[src/rtl/short_preamble_gen.sv]
// Streams NUM_REP x 16-sample 802.11 short training field from the STF ROM; edge window optional via PREAMBLE_WINDOW_EN.
// Latency: first sample valid the cycle after an accepted start, then one sample per handshake.
// Backpressure: out_ready low freezes the output sample, out_last and idx; no drop or duplicate.
module short_preamble_gen #(
    parameter int NUM_REP  = 10,
    parameter int IDX_W    = 8,
    parameter int SAMPLE_W = 16
) (
    input  logic                clock,
    input  logic                reset,
    input  logic                start,
    output logic [3:0]          rom_addr,
    input  logic [SAMPLE_W-1:0] rom_i,
    input  logic [SAMPLE_W-1:0] rom_q,
    output logic [SAMPLE_W-1:0] out_i,
    output logic [SAMPLE_W-1:0] out_q,
    output logic                out_valid,
    input  logic                out_ready,
    output logic                out_last,
    output logic                busy,
    output logic                done
);

    localparam logic [IDX_W-1:0] LAST_IDX = IDX_W'(16 * NUM_REP - 1);

    typedef enum logic {IDLE, RUN} state_t;

    state_t           state;
    logic [IDX_W-1:0] idx;
    logic [SAMPLE_W-1:0] ld_i;
    logic [SAMPLE_W-1:0] ld_q;

    assign rom_addr = idx[3:0];

`ifdef PREAMBLE_WINDOW_EN
    // Index 0 is loaded from IDLE; the final index is loaded when idx reaches it in RUN.
    logic edge_smp;
    assign edge_smp = (state == IDLE) || (idx == LAST_IDX);

    always_comb begin
        ld_i = rom_i;
        ld_q = rom_q;
        if (edge_smp) begin
            ld_i = {rom_i[SAMPLE_W-1], rom_i[SAMPLE_W-1:1]};
            ld_q = {rom_q[SAMPLE_W-1], rom_q[SAMPLE_W-1:1]};
        end
    end
`else
    assign ld_i = rom_i;
    assign ld_q = rom_q;
`endif

    always_ff @(posedge clock) begin
        if (reset) begin
            state     <= IDLE;
            idx       <= '0;
            out_i     <= '0;
            out_q     <= '0;
            out_valid <= 1'b0;
            out_last  <= 1'b0;
            busy      <= 1'b0;
            done      <= 1'b0;
        end else begin
            done <= 1'b0;
            case (state)
                IDLE: begin
                    // done still high means the burst just ended: a start here is dropped.
                    if (start && !done) begin
                        out_i     <= ld_i;
                        out_q     <= ld_q;
                        out_valid <= 1'b1;
                        out_last  <= 1'b0;
                        busy      <= 1'b1;
                        idx       <= IDX_W'(1);
                        state     <= RUN;
                    end
                end
                RUN: begin
                    if (out_valid && out_ready) begin
                        if (out_last) begin
                            out_valid <= 1'b0;
                            out_last  <= 1'b0;
                            busy      <= 1'b0;
                            done      <= 1'b1;
                            idx       <= '0;
                            state     <= IDLE;
                        end else begin
                            out_i    <= ld_i;
                            out_q    <= ld_q;
                            out_last <= (idx == LAST_IDX);
                            idx      <= idx + IDX_W'(1);
                        end
                    end
                end
                default: state <= IDLE;
            endcase
        end
    end

endmodule

[config.mk]
export PLATFORM = sky130hd
export DESIGN_NAME = short_preamble_gen
export DESIGN_NICKNAME = d
export VERILOG_FILES = /design/src/rtl/short_preamble_gen.sv
export SDC_FILE = /design/constraint.sdc
export NUM_CORES = 1
export LEC_CHECK = 0
export ABC_CLOCK_PERIOD_IN_PS = 1500
export CORE_ASPECT_RATIO = 1.75
export CORE_MARGIN = 3
export CORE_UTILIZATION = 35
export CTS_CLUSTER_SIZE = 16
export DETAILED_ROUTE_END_ITERATION = 6
export PLACE_DENSITY = 0.69
export SYNTH_ARGS = -nofsm -noshare
export SYNTH_HDL_FRONTEND = slang
export SYNTH_SLANG_ARGS = --single-unit
export TNS_END_PERCENT = 5
[constraint.sdc]
create_clock -name clock -period 1.5 [get_ports clock]
set_input_delay 0.225 -clock clock [delete_from_list [all_inputs] [get_ports clock]]
set_output_delay 0.225 -clock clock [all_outputs]
set_load 0.02 [all_outputs]
Word-level counts from Yosys, hierarchy flattened
Index checks and enable logic that the tools add are counted.
{"block": "totals", "reg_bits": 44, "inputBits": 36, "out_inout_bits": 40, "word_cells": 47}
{"block": "op_classes", "n_reduce_logical": 7, "bitwise": 2, "eq_ne": 5, "n_mux": 25, "addsub": 1}
{"cell": "$mux W16", "n": 6}
{"cell": "$pmux W16 S2", "n": 2}
{"cell": "$mux W8", "n": 3}
{"cell": "$pmux W8 S2", "n": 1}
{"cell": "$mux W1", "n": 10}
{"cell": "$add A8 B1 Y8 const B", "n": 1}
{"cell": "$eq A8 B8 Y1 const B", "n": 1}
{"cell": "$ne A2 B2 Y1 const B", "n": 3}
{"cell": "$pmux W1 S2", "n": 3}
{"cell": "$reduce_and A3 Y1", "n": 2}
{"cell": "$reduce_or A3 Y1", "n": 1}
{"cell": "$logic_and A1 B1 Y1", "n": 2}
{"cell": "$ne A2 B1 Y1 const B", "n": 1}
{"cell": "$not A1 Y1", "n": 2}
{"cell": "$reduce_and A2 Y1", "n": 1}
{"cell": "$logic_not A1 Y1", "n": 1}

Depth between registers and ports, before layout
{"block": "depth", "depth_word": 4, "ltp_mapped": 6, "mapped_depth_nobuf": 4}

Least setup slack after synthesis
No wires, ideal clock.
{"block": "synth_path", "path_kind": "reg-to-reg", "from": "register, netlist name busy", "to": "register idx[7]", "n_path_buf": 0, "t_arrival_ns": 1.408, "stages_incl_launch_ff": 4, "synth_period_minus_slack_ns": 1.482, "required_time_ns": 1.426, "path_slack_ns": 0.018, "path_cell_list": "dfxtp_1 > nand4b_2 > or4_1 > a31oi_1"}
{"element": "end signal, assigned", "line_no": "91", "source": "idx <= idx + IDX_W'(1);"}
{"element": "end, declared", "line_no": "29", "source": "logic [IDX_W-1:0] idx;"}

Final worst setup path
{"block": "layout_path", "from": "register out_i[0]", "to": "output out_i[0]"}
{"element": "start, declared", "line_no": "15", "source": "output logic [SAMPLE_W-1:0] out_i,"}
{"element": "start signal, assigned", "line_no": "69", "source": "out_i <= ld_i;"}
{"element": "start signal, assigned", "line_no": "88", "source": "out_i <= ld_i;"}
No word-level cell between the ends.

==> results.py <==
metrics = {
    "outcome": {
        "status": "completed",
    },
    "final_layout": {
        "fin_area_um2": 2900,
        "seq_area_um2": 885,
        "multiInputGateArea_um2": 823,
        "antenna-diode-count": 0,
        "drive_gt1_share_pct": 13.3,
        "fin_util_pct": 57.9,
        "fin_nets": 336,
        "fillers": 464,
        "areaGrowthSynthToFinish_pct": 58.9,
    },
    "worst_setup_path": {
        "worstSetupPathType": "flop to output pin",
        "critical-path-max-stage-delay_ns": 0.61,
        "critPathLaunchType": "flop",
        "slowest_stage": "clkdlybuf4s50_1",
        "cpLargestDelayFamily": "buffers and inverters",
        "cp.arrival_ns": 1.24,
        "cp_num_buf_inv": 1,
        "cp-end-kind": "output pin",
        "worstPathRequired_ns": 1.27,
        "path_max_fanout": 2,
        "worstPathCellList": "clkdlybuf4s50_1",
    },
    "yosys": {
        "yosys.cell_types.count": 27,
        "synth-async-reset-ratio_pct": 0,
        "synth_area_um2": 1830,
        "yosys.area.top_type_share_pct": 48.2,
        "syn_nets": 255,
        "yosys_warnings": 0,
        "synth_common_cells": "44 x dfxtp_1, 43 x nand3_1, 37 x a21oi_1",
        "synth-seq-cells": 44,
        "ys_seq_area_share_pct": 48.2,
        "ys.flop_type": "dfxtp_1",
        "synth_largest_area_cell": "dfxtp_1",
        "synth.top_cells.by_area": "dfxtp_1 48%, nand3_1 12%, a21oi_1 10%",
        "synth.most_common_cell": "dfxtp_1",
        "synth_edf_count": 0,
        "syn_avg_cell_area_um2": 8.39,
        "syn_inst": 218,
    },
    "grt": {
        "top_usage_layer": "met2",
        "grt_pass1_wl_mm": 8.19,
        "antenna_found_initial": 0,
        "grt_pass1_vias": 1740,
        "grt_overflow": 0,
        "grt_use_met2_pct": 30.5,
        "grt_max_degree": 45,
        "use_met1_pct": 19.5,
        "grt_usage_pct": 17.2,
        "met3_usage_pct": 2.68,
    },
    "timing": {
        "slew_viol_final": 0,
        "tightestPinTransition_ns": 0.278,
        "fmax_mhz": 681,
        "setup_viol_count_final": 0,
        "min_period_ns": 1.47,
        "min_period_over_period_pct": 97.9,
        "fin_ws_ns": 0.0318,
        "clock_skew_ns": 0.00540,
        "rsz0062_at_grt": "true",
        "maxSlewHeadroom_pct": 81.4,
        "hold_viol_final": 0,
    },
    "route": {
        "drcViolationCount": 0,
        "drtPass1Iterations": 4,
        "wl_per_cell_um": 14.6,
        "post_drt_via_cell_ratio": 5.34,
        "drtIter0Drc": 56,
        "via_count": 1890,
        "ant_nets": 0,
        "wirelength_mm": 5.17,
    },
    "placed_design": {
        "io_buffers": 75,
        "place_hpwl_mm": 3.67,
        "dp_slack_ns": -0.278,
        "gp_congestion": 0.798,
        "dpl_cell_area_um2": 2740,
    },
    "clock_network": {
        "clock_latency_ns": 0.30,
        "cts_root_buffer": "clkbuf_8",
        "cts-htree-levels": 2,
        "cts_tree": "built",
        "clkTransAtPathRegs_ns": 0.08,
        "cts_buffers": 5,
        "clock_path_buffers": 2,
        "cts_setup_buffers": 0,
        "cts_sinks": 44,
    },
    "floorplanning": {
        "num_rows": 34,
        "core_region_area_um2": 5020,
        "start_util_pct": 36.4,
        "ios": 76,
        "die_h_um": 102,
        "die_area_um2": 6160,
        "chipWidth_um": 60.6,
    },
    "power_and_ir_drop": {
        "leakage_uw": 0.00146,
        "ir_drop_mv": 0.580,
        "p_per_area_nw_per_um2": 881,
    },
    "min_path": {
        "holdCritPathClass": "flop to flop",
    },
    "run": {
        "maxCapViolations": 0,
    },
}
kinds of logic (layout without fill, tap and decap cells):
logic type | after synthesis | in the layout | synth area share, %
compound gates | 82 | 82 | 24.4
simple gates | 63 | 63 | 19.4
flops | 44 | 44 | 48.2
buf+inv | 28 | 110 | 7.32
fa+ha+maj | 1 | 1 | 0.684
layer usage:
| metal | routed length [µm] | share of wire [%] | vias up |
|---|---|---|---|
| met5 | 0 | 0 | - |
| met4 | 97 | 1.9 | 0 |
| met3 | 204 | 3.9 | 8 |
| met2 | 2870 | 56 | 44 |
| met1 | 2000 | 39 | 886 |
| li1 | - | - | 952 |
layout by cell type, fill, tap and decap left out, types with 2 or more instances in the layout:
master and n:
nand2_1 3, a311oi_1 2, o211ai_1 3, dfxtp_2 3, nor3b_1 2, a21oi_1 37
dlygate4sd2_1 10, a31oi_1 3, dfxtp_1 41, or4_1 4, nand4_1 2, inv_1 2
clkbuf_8 6, nand2b_1 2, clkdlybuf4s50_1 39, buf_12 2, dlymetal6s2s_1 26, o21ai_0 34
buf_4 20, buf_6 3, nor2_1 3, nand3_1 43
power breakdown:
part	internal (µW)	total (µW)	leakage, µW	switching (µW)
Combinational	266	522	0.00105	256
Clock	374	771	0.0000445	396
Sequential	1230	1270	0.000362	33.9
cell type report:
type,count,share of cell area (%)
clock inverters,1,0.259
repair buffers,100,35.4
inverters,2,0.259
flip-flops and latches,44,30.5
well taps,54,2.33
multi-input cells,146,28.3
clock buffers,7,2.97
metrics by stage:
step / cells / setup TNS [ns] / total power, µW / hold WS, ns
CTS: 354 / 0 / 2590 / 0.468
floorplan: 218 / 0 / 1530 / 0.386
detailed placement: 346 / -9.28 / 1830 / 0.458
global route: 354 / -0.0122 / 2680 / 0.483
global placement: 346 / -8.20 / 1830 / 0.449
finish: 354 / 0 / 2560 / 0.466
path summary, 6_finish.rpt:
check / startpoint / end / slack [ns] / cells after the start
max reg2reg: state$_SDFF_PP0_ / idx[3]$_SDFFE_PP0P_ / 0.07 / 5
min: out_q[4]$_SDFFE_PP0P_ / out_q[4]$_SDFFE_PP0P_ / 0.47 / 2
min reg2reg: out_q[4]$_SDFFE_PP0P_ / out_q[4]$_SDFFE_PP0P_ / 0.47 / 2
max: out_i[0]$_SDFFE_PP0P_ / out_i[0] / 0.03 / 1
repair_timing:
action,in CTS,in global routing
hold buffers,0,0
resized for setup,10,34
endpoints found under the setup margin,10,52
flip-flops by register name, summed over array words and instances (netlist names):
name / count
out_last: 1
done: 1
out_q: 16
state: 1
busy: 1
out_i: 16
idx: 8
Note: power is estimated with default switching activity, not from simulation.
